$ cat src/rtl/trace_pkg.sv
// Shared types and constants for the retire trace buffer: the commit record layout
// and the little-endian byte order used when a record is serialized onto the stream.
package trace_pkg;

  localparam int unsigned PKT_BYTES       = 13;
  localparam int unsigned FLAG_REG_WRITE  = 7;
  localparam int unsigned FLAG_OVERFLOW   = 6;
  localparam logic [7:0]  FLAG_WADDR_MASK = 8'h1F;

  typedef struct packed {
    logic [31:0] pc;
    logic [31:0] instr;
    logic [7:0]  flags;
    logic [31:0] wdata;
  } commit_rec_t;

  typedef enum logic {StIdle, StSend} ser_state_e;

  // Packet order: pc LE, instr LE, flags, wdata LE.
  function automatic logic [7:0] rec_byte(input commit_rec_t rec, input logic [3:0] idx);
    logic [7:0] b;
    b = 8'h00;
    case (idx)
      4'd0:    b = rec.pc[7:0];
      4'd1:    b = rec.pc[15:8];
      4'd2:    b = rec.pc[23:16];
      4'd3:    b = rec.pc[31:24];
      4'd4:    b = rec.instr[7:0];
      4'd5:    b = rec.instr[15:8];
      4'd6:    b = rec.instr[23:16];
      4'd7:    b = rec.instr[31:24];
      4'd8:    b = rec.flags;
      4'd9:    b = rec.wdata[7:0];
      4'd10:   b = rec.wdata[15:8];
      4'd11:   b = rec.wdata[23:16];
      4'd12:   b = rec.wdata[31:24];
      default: b = 8'h00;
    endcase
    return b;
  endfunction

endpackage

$ cat src/rtl/retire_trace_buffer_if.sv
// Retire-side capture signals and the outgoing valid/ready byte stream.
interface retire_trace_buffer_if;
  logic        retire_valid;
  logic [31:0] retire_pc;
  logic [31:0] retire_instr;
  logic        retire_reg_write;
  logic [4:0]  retire_reg_waddr;
  logic [31:0] retire_reg_wdata;
  logic [7:0]  out_data;
  logic        out_valid;
  logic        out_ready;

  modport master (
    output retire_valid, retire_pc, retire_instr, retire_reg_write, retire_reg_waddr,
           retire_reg_wdata, out_ready,
    input  out_data, out_valid
  );

  modport slave (
    input  retire_valid, retire_pc, retire_instr, retire_reg_write, retire_reg_waddr,
           retire_reg_wdata, out_ready,
    output out_data, out_valid
  );
endinterface

$ cat src/rtl/trace_fifo.sv
// Synchronous FIFO of commit records; a push while full is accepted when a pop
// happens on the same edge, since the head slot is freed by that edge.
module trace_fifo
  import trace_pkg::*;
#(
  parameter int unsigned DEPTH = 8
) (
  input  logic                   clk,
  input  logic                   rst_n,
  input  logic                   i_push,
  input  logic                   i_pop,
  input  commit_rec_t            i_data,
  output commit_rec_t            o_data,
  output logic                   o_full,
  output logic                   o_empty,
  output logic [$clog2(DEPTH):0] o_count
);
  localparam int unsigned AW = $clog2(DEPTH);

  commit_rec_t   r_mem [DEPTH];
  logic [AW-1:0] r_wr_ptr;
  logic [AW-1:0] r_rd_ptr;
  logic [AW:0]   r_count;
  logic          w_do_push;
  logic          w_do_pop;

  assign o_full    = (r_count == (AW+1)'(DEPTH));
  assign o_empty   = (r_count == '0);
  assign o_count   = r_count;
  assign o_data    = r_mem[r_rd_ptr];
  assign w_do_pop  = i_pop && !o_empty;
  assign w_do_push = i_push && (!o_full || w_do_pop);

  always_ff @(posedge clk) begin
    if (w_do_push) r_mem[r_wr_ptr] <= i_data;
  end

  // Power-of-two depth lets the pointers wrap naturally.
  always_ff @(posedge clk or negedge rst_n) begin
    if (!rst_n) begin
      r_wr_ptr <= '0;
      r_rd_ptr <= '0;
      r_count  <= '0;
    end else begin
      if (w_do_push) r_wr_ptr <= r_wr_ptr + 1'b1;
      if (w_do_pop)  r_rd_ptr <= r_rd_ptr + 1'b1;
      if (w_do_push && !w_do_pop)      r_count <= r_count + 1'b1;
      else if (!w_do_push && w_do_pop) r_count <= r_count - 1'b1;
    end
  end

endmodule

$ cat src/rtl/retire_trace_buffer.sv
// Captures one commit record per retired instruction and streams each as a 13-byte
// packet; overflowing records are dropped, counted, and flagged on the next accept.
module retire_trace_buffer
  import trace_pkg::*;
#(
  parameter int unsigned DEPTH  = 8,
  parameter int unsigned DROP_W = 16
) (
  input  logic                   clk,
  input  logic                   rst_n,
  input  logic                   i_enable,
  retire_trace_buffer_if.slave   bus,
  output logic [$clog2(DEPTH):0] o_fifo_count,
  output logic [DROP_W-1:0]      o_drop_count,
  output logic                   o_busy
);
  localparam logic [3:0] LAST_IDX = 4'(PKT_BYTES - 1);

  ser_state_e        r_state;
  commit_rec_t       r_rec;
  logic [3:0]        r_idx;
  logic              r_out_valid;
  logic [7:0]        r_out_data;
  logic              r_ovf;
  logic [DROP_W-1:0] r_drop;

  commit_rec_t w_rec;
  commit_rec_t w_head;
  logic        w_full;
  logic        w_empty;
  logic        w_last_byte;
  logic        w_pop;
  logic        w_push_req;
  logic        w_accept;

  assign w_last_byte = (r_idx == LAST_IDX);
  assign w_pop       = !w_empty &&
                       ((r_state == StIdle) || (bus.out_ready && w_last_byte));
  assign w_push_req  = i_enable && bus.retire_valid;
  assign w_accept    = w_push_req && (!w_full || w_pop);

  always_comb begin
    w_rec                       = '0;
    w_rec.pc                    = bus.retire_pc;
    w_rec.instr                 = bus.retire_instr;
    w_rec.wdata                 = bus.retire_reg_wdata;
    w_rec.flags                 = 8'(bus.retire_reg_waddr) & FLAG_WADDR_MASK;
    w_rec.flags[FLAG_REG_WRITE] = bus.retire_reg_write;
    w_rec.flags[FLAG_OVERFLOW]  = r_ovf;
  end

  trace_fifo #(.DEPTH(DEPTH)) u_fifo (
    .clk     (clk),
    .rst_n   (rst_n),
    .i_push  (w_accept),
    .i_pop   (w_pop),
    .i_data  (w_rec),
    .o_data  (w_head),
    .o_full  (w_full),
    .o_empty (w_empty),
    .o_count (o_fifo_count)
  );

  always_ff @(posedge clk or negedge rst_n) begin
    if (!rst_n) begin
      r_ovf  <= 1'b0;
      r_drop <= '0;
    end else if (w_accept) begin
      r_ovf <= 1'b0;
    end else if (w_push_req) begin
      r_ovf <= 1'b1;
      if (r_drop != '1) r_drop <= r_drop + 1'b1;
    end
  end

  always_ff @(posedge clk or negedge rst_n) begin
    if (!rst_n) begin
      r_state     <= StIdle;
      r_rec       <= '0;
      r_idx       <= '0;
      r_out_valid <= 1'b0;
      r_out_data  <= '0;
    end else begin
      unique case (r_state)
        StIdle: begin
          if (w_pop) begin
            r_state     <= StSend;
            r_rec       <= w_head;
            r_idx       <= '0;
            r_out_valid <= 1'b1;
            r_out_data  <= rec_byte(w_head, 4'd0);
          end
        end
        StSend: begin
          if (bus.out_ready) begin
            if (w_last_byte) begin
              // Chain straight into the next packet when one is queued.
              if (w_pop) begin
                r_rec      <= w_head;
                r_idx      <= '0;
                r_out_data <= rec_byte(w_head, 4'd0);
              end else begin
                r_state     <= StIdle;
                r_out_valid <= 1'b0;
                r_out_data  <= '0;
              end
            end else begin
              r_idx      <= r_idx + 4'd1;
              r_out_data <= rec_byte(r_rec, r_idx + 4'd1);
            end
          end
        end
        default: r_state <= StIdle;
      endcase
    end
  end

  assign bus.out_valid = r_out_valid;
  assign bus.out_data  = r_out_data;
  assign o_drop_count  = r_drop;
  assign o_busy        = (r_state == StSend) || !w_empty;

endmodule

$ cat src/flat_wrapper.sv
// flat-port wrapper written by rule: the top's interface ports become plain ports
module retire_trace_buffer_flat import trace_pkg::*;
#(
  parameter int unsigned DEPTH  = 8,
  parameter int unsigned DROP_W = 16
)
  (clk, rst_n, i_enable, o_fifo_count, o_drop_count, o_busy, bus_retire_valid, bus_retire_pc, bus_retire_instr, bus_retire_reg_write, bus_retire_reg_waddr, bus_retire_reg_wdata, bus_out_ready, bus_out_data, bus_out_valid);
  retire_trace_buffer_if bus_i ();
  input  logic clk;
  input  logic rst_n;
  input  logic i_enable;
  output logic [$clog2(DEPTH):0] o_fifo_count;
  output logic [DROP_W-1:0] o_drop_count;
  output logic o_busy;
  input wire logic [$bits(bus_i.retire_valid)-1:0] bus_retire_valid;
  input wire logic [$bits(bus_i.retire_pc)-1:0] bus_retire_pc;
  input wire logic [$bits(bus_i.retire_instr)-1:0] bus_retire_instr;
  input wire logic [$bits(bus_i.retire_reg_write)-1:0] bus_retire_reg_write;
  input wire logic [$bits(bus_i.retire_reg_waddr)-1:0] bus_retire_reg_waddr;
  input wire logic [$bits(bus_i.retire_reg_wdata)-1:0] bus_retire_reg_wdata;
  input wire logic [$bits(bus_i.out_ready)-1:0] bus_out_ready;
  output wire logic [$bits(bus_i.out_data)-1:0] bus_out_data;
  output wire logic [$bits(bus_i.out_valid)-1:0] bus_out_valid;
  assign bus_i.retire_valid = bus_retire_valid;
  assign bus_i.retire_pc = bus_retire_pc;
  assign bus_i.retire_instr = bus_retire_instr;
  assign bus_i.retire_reg_write = bus_retire_reg_write;
  assign bus_i.retire_reg_waddr = bus_retire_reg_waddr;
  assign bus_i.retire_reg_wdata = bus_retire_reg_wdata;
  assign bus_i.out_ready = bus_out_ready;
  assign bus_out_data = bus_i.out_data;
  assign bus_out_valid = bus_i.out_valid;
  retire_trace_buffer #(.DEPTH(DEPTH), .DROP_W(DROP_W)) u_core (.clk(clk), .rst_n(rst_n), .i_enable(i_enable), .bus(bus_i), .o_fifo_count(o_fifo_count), .o_drop_count(o_drop_count), .o_busy(o_busy));
endmodule
$ cat config.mk
export PLATFORM = sky130hd
export DESIGN_NAME = retire_trace_buffer_flat
export DESIGN_NICKNAME = d
export VERILOG_FILES = /design/src/rtl/trace_pkg.sv /design/src/rtl/retire_trace_buffer_if.sv /design/src/rtl/trace_fifo.sv /design/src/rtl/retire_trace_buffer.sv /design/src/flat_wrapper.sv
export SDC_FILE = /design/constraint.sdc
export NUM_CORES = 1
export LEC_CHECK = 0
export ABC_AREA = 0
export BUFFER_PORTS_ARGS = -buffer_cell sky130_fd_sc_hd__buf_2
export CAP_MARGIN = 5
export CORE_MARGIN = 4
export CORE_UTILIZATION = 66
export CTS_CLUSTER_DIAMETER = 100
export CTS_CLUSTER_SIZE = 16
export DETAILED_ROUTE_END_ITERATION = 16
export PLACE_DENSITY = 0.84
export SETUP_SLACK_MARGIN = 0.05
export SLEW_MARGIN = 20
export SYNTH_ARGS = -nofsm -noshare
export SYNTH_HDL_FRONTEND = slang
export SYNTH_HIERARCHICAL = 1
export SYNTH_SLANG_ARGS = --single-unit
$ cat constraint.sdc
create_clock -name clk -period 35.7 [get_ports clk]
set_input_delay 7.14 -clock clk [delete_from_list [all_inputs] [get_ports clk]]
set_output_delay 7.14 -clock clk [all_outputs]
set_load 0.05 [all_outputs]
==> impl_metrics.yaml, run 1 <==
outcome:
  status: "completed"
worst_setup_path:
  crit_path_start_kind: "input port"
  crit_path_top_delay_cell: "buf_4"
  slowest_delay_ns: 0.94
  end_kind: "flop"
  required_ns: 35.94
  setup.worst_path.class: "in2reg"
  arrival_ns: 11.09
  cp_max_fo: 108
  crit_top_cell: "buf_4"
  crit_chain: "buf_2 > nand4_2 > a21o_4 > inv_6 > o211ai_1 > nor2_4 > buf_4 > buf_4"
sta:
  setup_tns_ns: 0
  period_minus_slack_ns: 10.86
  hold_viol_final: 0
  setup_viol: 0
  finalWorstSetupSlack_ns: 24.84
  whs_ns: 0.5009
  fmax_mhz: 92.10
  tightest_slew_ns: 1.091
  maxSlewViolCount: 0
  grt_setup_unrepaired: "no"
  maxSlewHeadroom: 0.2729
  period_share: 0.3041
  finClkSkew_ns: 0.02056
clock_tree:
  cts_hold_buf: 0
  clk_pin_slew_ns: 0.07
  post-cts-setup-buffer-count: 0
  cts_resized: 0
  cts_buffers: 71
  htreeDepth: 3
  insertion_delay_ns: 0.63
  clock-sinks: 977
  cts.path.max_buffers: 3
  cts_tree: "done"
  clock_tree.root_cell: "clkbuf_16"
cells_and_area:
  fillers: 3354
  nets: 2402
  syn2layout_area_growth_pct: 8.905
  drive_gt1_frac: 0.2586
global_routing:
  overflow: 0
  antenna_found_initial: 8
  grt_max_degree: 109
  grt_pass1_vias: 21360
  grt_pass1_wl_um: 135100
  gr-usage-all-layers: 0.2866
pwr:
  vdd_drop_max_uv: 53.34
  cellPowerDensity_nw_per_um2: 71.18
  leakage_nw: 14.60
synth:
  synth_area_um2: 39310
  synth.top_cell.area_share: 0.6355
  synth_largest_area_cell: "edfxtp_1"
  synth_ff_type: "edfxtp_1"
  yosysWarnings: 6
  async_reset_ff_frac: 0.1484
  syn_inst: 2151
  yosys-top-cells-area: "edfxtp_1 64%, mux4_2 12%, dfrtp_1 9.2%"
  avgSynthCellArea_um2: 18.28
  synth-seq-area-share: 0.7278
  ys_types: 79
  synth-edff-count: 832
  synth_seq_cells: 977
place:
  port_buffers: 136
  gp_congestion: 1.021
  hpwl_um: 53800
  pre_cts_ws_ns: 23.62
detailed_routing:
  first_iter_violations: 2195
  viasPerCell: 6.660
  drc: 0
  wl_per_cell_um: 28.87
  ant_nets: 0
  drt-total-wl_um: 89870
  dr_total_vias: 20734
  detail_route.first_pass.iterations: 5
die:
  dieArea_um2: 63530
  start_util: 0.6661
  die_x_um: 252.1
  row_count: 89
  ioPinCount: 137
  core_area_um2: 59020
  fp.dieH_um: 252.1
hold_path:
  hold_path.class: "reg2reg"
run:
  maxCapViolCount: 0
[power by group]
group          switching (mW)  leakage [nW]  total, mW  internal [mW]
combinational           0.439          4.23      0.784          0.345
clock                   0.375         0.976      0.753          0.378
sequential              0.132          9.39       1.51           1.38
[metrics by stage]
step                cells  power (mW)  area, um^2    util
floorplan            2158       2.067       39340       -
global placement     2982       2.272       40730  0.6900
detailed placement   2982       2.299       40730  0.6901
CTS                  3105       3.053       42780  0.7248
global route         3110       3.174       42800  0.7253
finish               3113       3.047       42810  0.7254
[cell families after synthesis]
group | share of synthesized area
flip-flops | 0.7278
multiplexers | 0.1635
AO/OA/AOI/OAI | 0.02807
XOR/XNOR | 0.004679
other | 0.00009539
AND/OR/NAND/NOR | 0.05490
adder cells (fa/ha/maj) | 0.004329
buffers and inverters | 0.01658
[synthesized netlist by cell type, types with 9 or more instances]
master and n:
buf_6 15, xnor2_1 9, xor2_1 12, mux2_2 120, a21oi_1 21, mux4_2 208
o22ai_1 9, a221oi_1 12, edfxtp_1 832, buf_1 9, clkbuf_1 58, ha_1 12
nor3_1 19, a22oi_1 18, nand2_1 349, nor2_1 34, a32oi_1 9, mux2i_1 38
o21ai_0 16, inv_1 11, nand4_1 12, buf_2 29, nand3_1 24, dfrtp_1 145
[layout by cell type, fill, tap and decap left out, drive strengths merged, types with 3 or more instances in the layout]
cell,n
a21o,5
a21oi,21
a221o,5
a221oi,12
a222oi,3
a22o,4
a22oi,18
a31oi,6
a32o,6
a32oi,9
and2,5
and3,9
buf,167
clkbuf,115
conb,8
dfrtp,145
diode,8
edfxtp,832
ha,12
inv,19
mux2,121
mux2i,38
mux4,208
nand2,349
nand2b,6
nand3,24
nand4,13
nor2,34
nor2b,4
nor3,21
nor4,8
o211ai,7
o21ai,18
o22ai,9
o2bb2ai,3
o31ai,5
or3,4
xnor2,9
xor2,12
[sequential cells by signal, summed over array words and instances, names as in the netlist]
register	cells
u_core/bus.out_data	8
u_core/bus.out_valid	1
u_core/o_drop_count	16
u_core/r_idx	4
u_core/r_ovf	1
u_core/r_rec	104
u_core/r_state	1
u_core/u_fifo/o_count	4
u_core/u_fifo/r_mem	832
u_core/u_fifo/r_rd_ptr	3
u_core/u_fifo/r_wr_ptr	3
[routing by layer]
metal / wire length, um / vias to the layer above / share of wire / GRT usage
met4: 3155 / 2 / 0.035 / 0.09505
met3: 7948 / 189 / 0.088 / 0.06298
met5: 7 / - / 0.000078 / 0.001504
li1: - / 8758 / - / -
met2: 44430 / 1037 / 0.49 / 0.4601
met1: 34320 / 10748 / 0.38 / 0.4033
[layout make-up]
type | instances | area, um^2 | area share
Clock buffer | 115 | 1942 | 0.04536
Timing Repair Buffer | 167 | 944.7 | 0.02207
Antenna cell | 8 | 20.02 | 0.0004676
Inverter | 13 | 53.80 | 0.001257
Multi-Input combinational cell | 1052 | 10160 | 0.2372
Sequential cell | 977 | 28620 | 0.6686
Tap cell | 773 | 967.2 | 0.02259
Clock inverter | 8 | 103.9 | 0.002426
[critical path, delay by kind of cell]
family | cells | cell delay (ns)
buffers and inverters | 4 | 2.25
AOI/OAI and AO/OA | 2 | 0.91
and+or+nand+nor | 2 | 0.68
[worst paths after layout]
check                                        startpoint                    endpoint  slack, ns  cells past startpoint
worst max-delay path                      bus_out_ready  u_core/u_fifo/r_mem[7][29]      24.84                      8
worst min-delay path            u_core/o_drop_count[15]     u_core/o_drop_count[15]       0.50                      1
worst max register to register          u_core/r_idx[0]  u_core/u_fifo/r_mem[7][29]      30.30                      9
worst min register to register  u_core/o_drop_count[15]     u_core/o_drop_count[15]       0.50                      1
max in group asynchronous                         rst_n   u_core/u_fifo/r_rd_ptr[2]      27.70                      2
min in group asynchronous                         rst_n      u_core/o_drop_count[2]       6.54                      1
Power figures use the tool's default switching activity.
==> run 2: changes to the inputs <==
--- a/config.mk
+++ b/config.mk
@@ -9,11 +9,11 @@
 export BUFFER_PORTS_ARGS = -buffer_cell sky130_fd_sc_hd__buf_2
 export CAP_MARGIN = 5
 export CORE_MARGIN = 4
-export CORE_UTILIZATION = 66
+export CORE_UTILIZATION = 56
 export CTS_CLUSTER_DIAMETER = 100
 export CTS_CLUSTER_SIZE = 16
 export DETAILED_ROUTE_END_ITERATION = 16
-export PLACE_DENSITY = 0.84
+export PLACE_DENSITY = 0.76
 export SETUP_SLACK_MARGIN = 0.05
 export SLEW_MARGIN = 20
 export SYNTH_ARGS = -nofsm -noshare
==> constraint.sdc (replaced) <==
create_clock -name clk -period 9.6 [get_ports clk]
set_input_delay 1.92 -clock clk [delete_from_list [all_inputs] [get_ports clk]]
set_output_delay 1.92 -clock clk [all_outputs]
set_load 0.05 [all_outputs]
==> run 2 against run 1 <==
Worst setup slack got worse by 21 ns. Hold slack got worse by 0.012 ns. Die area rose by 17%. Clock power rose to 3.7 times the previous value. Critical path depth did not move. First-iteration DRC count fell by 11%. Cell count rose by 4.7%. Clock skew rose by 0.0092 ns. Total power rose to 3.7 times the previous value. Non-clock buffer count fell by 1. Largest power group unchanged. Combinational power rose to 3.7 times the previous value. Sequential power rose to 3.7 times the previous value.
==> impl_metrics.yaml, run 2 (synthesized netlist as in run 1, its figures left out) <==
place:
  gp_congestion: 0.9712
  dp.cells: 3138
  port_buffers: 136
  hpwl_um: 54770
  post_dp_cell_area_um2: 40960
worst_setup_path:
  cp_max_fo: 108
  crit_path_start_kind: "input port"
  setup.worst_path.class: "in2reg"
  r2r_slack_ns: 4.58
  required_ns: 9.84
  arrival_ns: 5.62
  end_kind: "flop"
pwr:
  cellPowerDensity_nw_per_um2: 262.4
  vdd_drop_max_uv: 248.8
  leakage_nw: 14.61
run:
  maxCapViolCount: 0
detailed_routing:
  viasPerCell: 6.248
  drc: 0
  detail_route.first_pass.iterations: 7
  drt-total-wl_um: 88870
  dr_total_vias: 20370
  first_iter_violations: 1953
  ant_nets: 0
  wl_per_cell_um: 27.26
die:
  die_x_um: 273.0
  fp.dieH_um: 273.0
  row_count: 96
  dieArea_um2: 74500
  start_util: 0.5692
  ioPinCount: 137
  core_area_um2: 69070
clock_tree:
  clock-sinks: 977
  clk_pin_slew_ns: 0.07
  cts.path.max_buffers: 3
  cts_resized: 0
  cts_hold_buf: 0
  htreeDepth: 3
  cts_tree: "done"
  cts_buffers: 71
  clock_tree.root_cell: "clkbuf_16"
  insertion_delay_ns: 0.63
  post-cts-setup-buffer-count: 0
sta:
  period_share: 0.5608
  setup_tns_ns: 0
  hold_viol_final: 0
  period_minus_slack_ns: 5.384
  grt_setup_unrepaired: "no"
  setup_viol: 0
  maxSlewViolCount: 0
  tightest_slew_ns: 1.147
  fmax_mhz: 185.7
  finClkSkew_ns: 0.02974
  maxSlewHeadroom: 0.2251
global_routing:
  grt_pass1_wl_um: 133800
  grt_pass1_vias: 20563
  grt_max_degree: 127
  gr-usage-all-layers: 0.2403
  overflow: 0
  antenna_found_initial: 12
cells_and_area:
  final_area_um2: 43070
  syn2layout_area_growth_pct: 9.552
  final_common_cell: "edfxtp_1"
  fillers: 4718
  largest_reg_flops: 832
  nets: 2401
  mostFrequentLayoutCells: "832 x edfxtp_1, 349 x nand2_1, 208 x mux4_2, 142 x dfrtp_1, 135 x buf_2"
  final_util: 0.6236
  regMostFlops: "u_core/u_fifo/r_mem"
  drive_gt1_frac: 0.2586
  finalNonFillerCells: 3260
outcome:
  status: "completed"
hold_path:
  hold_path.class: "reg2reg"
## run 2: changes by cell type in the layout (fill, tap and decap cells not counted), moves of 2 or more
| cell | before | now |
|---|---|---|
| buf_12 | 2 | 5 |
| buf_4 | 29 | 23 |
| clkbuf_1 | 44 | 36 |
| diode_2 | 8 | 5 |
| clkinv_16 | 0 | 3 |
| inv_6 | 5 | 3 |
## run 2: report_power, final
group	switching [mW]	internal, mW	total, mW	leakage, nW
Sequential	0.449	5.13	5.58	9.39
Combinational	1.65	1.29	2.93	4.23
Clock	1.39	1.40	2.79	0.983
## run 2: critical path: stages
cell and delay (ns):
buf_2 0.18, nand4_2 0.17, a21o_4 0.41, inv_6 0.62, o211ai_1 0.51, nor2_4 0.21, buf_4 0.78, buf_4 0.70
## run 2: layout make-up
class	count	area, um^2	share of cell area
repair buffers	166	985.9	0.02289
flip-flops and latches	977	28620	0.6646
well taps	931	1165	0.02705
diodes	5	12.51	0.0002905
clock buffers	107	1912	0.04439
clock inverters	9	160.2	0.003719
inverters	13	53.80	0.001249
multi-input cells	1052	10150	0.2358
## run 2: worst paths after layout
kind / endpoint / startpoint / cells past startpoint
setup reg to reg: u_core/u_fifo/r_mem[5][56] / u_core/r_idx[0] / 9
hold reg to reg: u_core/o_drop_count[14] / u_core/o_drop_count[14] / 1
setup / recovery: u_core/u_fifo/r_mem[5][56] / bus_out_ready / 8
hold / removal: u_core/o_drop_count[14] / u_core/o_drop_count[14] / 1
max in group asynchronous: u_core/u_fifo/r_rd_ptr[1] / rst_n / 2
min in group asynchronous: u_core/o_drop_count[3] / rst_n / 1
## run 2: stage by stage
step	total power, mW	hold slack, ns	setup slack (ns)
floorplan	7.679	0.4393	-1.614
global route	11.79	0.5157	3.964
finish	11.30	0.4890	4.216
CTS	11.37	0.4953	3.936
global placement	8.533	0.4662	3.380
detailed placement	8.585	0.4760	3.266
## run 2: routing by layer
layer  part of all wire  GRT usage  vias to the layer above
li1                   -          -                     8742
met1               0.42     0.3494                    10757
met2               0.50     0.3925                      740
met3              0.063    0.03881                      127
met4              0.021    0.05405                        4
met5            0.00030          0                        -
==> run 3: changes to the inputs <==
==> constraint.sdc (replaced) <==
create_clock -name clk -period 4.9 [get_ports clk]
set_input_delay 0.98 -clock clk [delete_from_list [all_inputs] [get_ports clk]]
set_output_delay 0.98 -clock clk [all_outputs]
set_load 0.05 [all_outputs]
==> run 3 against run 2 <==
Hold slack worse by 0.16 ns. Largest power group unchanged. Register-to-register slack worse by 3.4 ns. Sequential share of layout area is 0.23 points lower. Die area stayed put.
==> impl_metrics.yaml, run 3 (synthesized netlist as in run 1, its figures left out) <==
worst_setup_path:
  cp_max_fo: 48
  endpoint: "u_core/u_fifo/o_count[3]"
  crit_chain: "inv_1 > ha_1 > nand4_4 > a21o_4 > inv_4 > o21ai_4 > inv_2 > ha_1 > inv_1 > ha_1 > or4_1 > o211ai_1 > o211ai_1"
  critPathLaunch: "u_core/r_idx[0]"
  arrival_ns: 4.23
  crit_top_cell: "ha_1"
  crit_path_top_delay_cell: "dfrtp_1"
  setup.worst_path.class: "reg2reg"
  reg2reg_from: "u_core/r_idx[0]"
  ff2ff_path_depth: 13
  end_kind: "flop"
  slowest_delay_ns: 0.54
  r2r-end: "u_core/u_fifo/o_count[3]"
  r2r_slack_ns: 1.16
  required_ns: 5.39
  crit_path_start_kind: "flop"
sta:
  setup_viol: 0
  period_minus_slack_ns: 3.736
  fmax_mhz: 267.6
  grt_setup_unrepaired: "no"
  maxSlewHeadroom: 0.2975
  tightest_slew_ns: 1.054
  hold_viol_final: 0
  setup_tns_ns: 0
  maxSlewViolCount: 0
  period_share: 0.7625
  finClkSkew_ns: 0.02313
  whs_ns: 0.3303
place:
  gp_congestion: 0.9714
  hpwl_um: 49970
  post_dp_cell_area_um2: 41140
  port_buffers: 136
cells_and_area:
  final_common_cell: "edfxtp_1"
  syn2layout_area_growth_pct: 9.937
  final_area_um2: 43220
  mostFrequentLayoutCells: "832 x edfxtp_1, 349 x nand2_1, 208 x mux4_2, 142 x dfrtp_1, 135 x buf_2"
  final_util: 0.6257
  regMostFlops: "u_core/u_fifo/r_mem"
  largest_reg_flops: 832
  drive_gt1_frac: 0.2588
  nets: 2401
die:
  dieArea_um2: 74500
  start_util: 0.5692
  fp.dieH_um: 273.0
  die_x_um: 273.0
  ioPinCount: 137
  row_count: 96
  core_area_um2: 69070
clock_tree:
  cts_resized: 0
  clk_pin_slew_ns: 0.08
  post-cts-setup-buffer-count: 0
  htreeDepth: 3
  cts.path.max_buffers: 3
  cts_buffers: 71
  clock-sinks: 977
  clock_tree.root_cell: "clkbuf_16"
  insertion_delay_ns: 0.62
  cts_hold_buf: 0
  cts_tree: "done"
global_routing:
  grt_pass1_vias: 20620
  antenna_found_initial: 9
  grt_pass1_wl_um: 129100
  overflow: 0
  gr-usage-all-layers: 0.2301
  grt_max_degree: 137
pwr:
  p_sw_frac: 0.3007
  cellPowerDensity_nw_per_um2: 511.5
  p_sw_mw: 6.648
  p_int_mw: 15.46
  combPwrFrac: 0.259
  power_frac_clock: 0.249
  p_seq_frac: 0.492
  total_power_mw: 22.11
  leakage_nw: 14.66
  vdd_drop_max_uv: 391.1
detailed_routing:
  ant_nets: 0
  drt-total-wl_um: 84740
  viasPerCell: 6.169
  wl_per_cell_um: 25.99
  detail_route.first_pass.iterations: 5
  dr_total_vias: 20112
  first_iter_violations: 2087
  drc: 0
run:
  maxCapViolCount: 0
hold_path:
  hold_path.class: "in2async"
outcome:
  status: "completed"
[run 3: worst max-delay path: cells and delay by family (launching register included)]
family          cells  cell delay, ns
buf+inv             4            0.82
flops               1            0.54
fa+ha+maj           3            0.91
simple gates        2            0.64
compound gates      4            0.70
[run 3: how the worst min path moves through the flow]
stage / endpoint / slack, ns / cells after the start
floorplan: u_core/r_rec[14] / 0.44 / 2
global placement: u_core/o_drop_count[15] / 0.47 / 1
detailed placement: u_core/o_drop_count[15] / 0.48 / 1
CTS: u_core/o_drop_count[6] / 0.34 / 1
global route: u_core/u_fifo/o_count[1] / 0.38 / 1
finish: u_core/u_fifo/o_count[1] / 0.33 / 1
[run 3: area by class of cell]
type	count	area, um^2
sequential	977	28620
fill	4688	25850
multi-input combinational	1052	10200
clock buffer	115	2027
tap	931	1165
timing repair buffer	166	1100
inverter	13	51.30
clock inverter	3	45.04
antenna	3	7.507
[run 3: power by group through the flow]
stage               registers, mW  logic (mW)  clock network, mW
detailed placement           11.0        5.72                  0
global route                 11.0        6.15               6.00
global placement             11.0        5.65                  0
floorplan                    10.8        4.20                  0
CTS                          10.9        5.77               5.62
finish                       10.9        5.73               5.51
[run 3: per-layer routing]
metal | share of wire | track usage | vias up | wire [um]
met5 | 0.0010 | 0 | - | 88
met4 | 0.029 | 0.07297 | 12 | 2417
met3 | 0.061 | 0.03714 | 150 | 5143
met2 | 0.49 | 0.3717 | 714 | 41930
met1 | 0.41 | 0.3287 | 10515 | 35170
li1 | - | - | 8721 | -
[run 3: metrics by stage]
stage | std cells | worst slack, ns
after floorplan | 2158 | -0.9709
after global placement | 3139 | 1.150
after detailed placement | 3139 | 1.081
after CTS | 3257 | 1.169
after global routing | 3259 | 0.9283
final | 3260 | 1.164
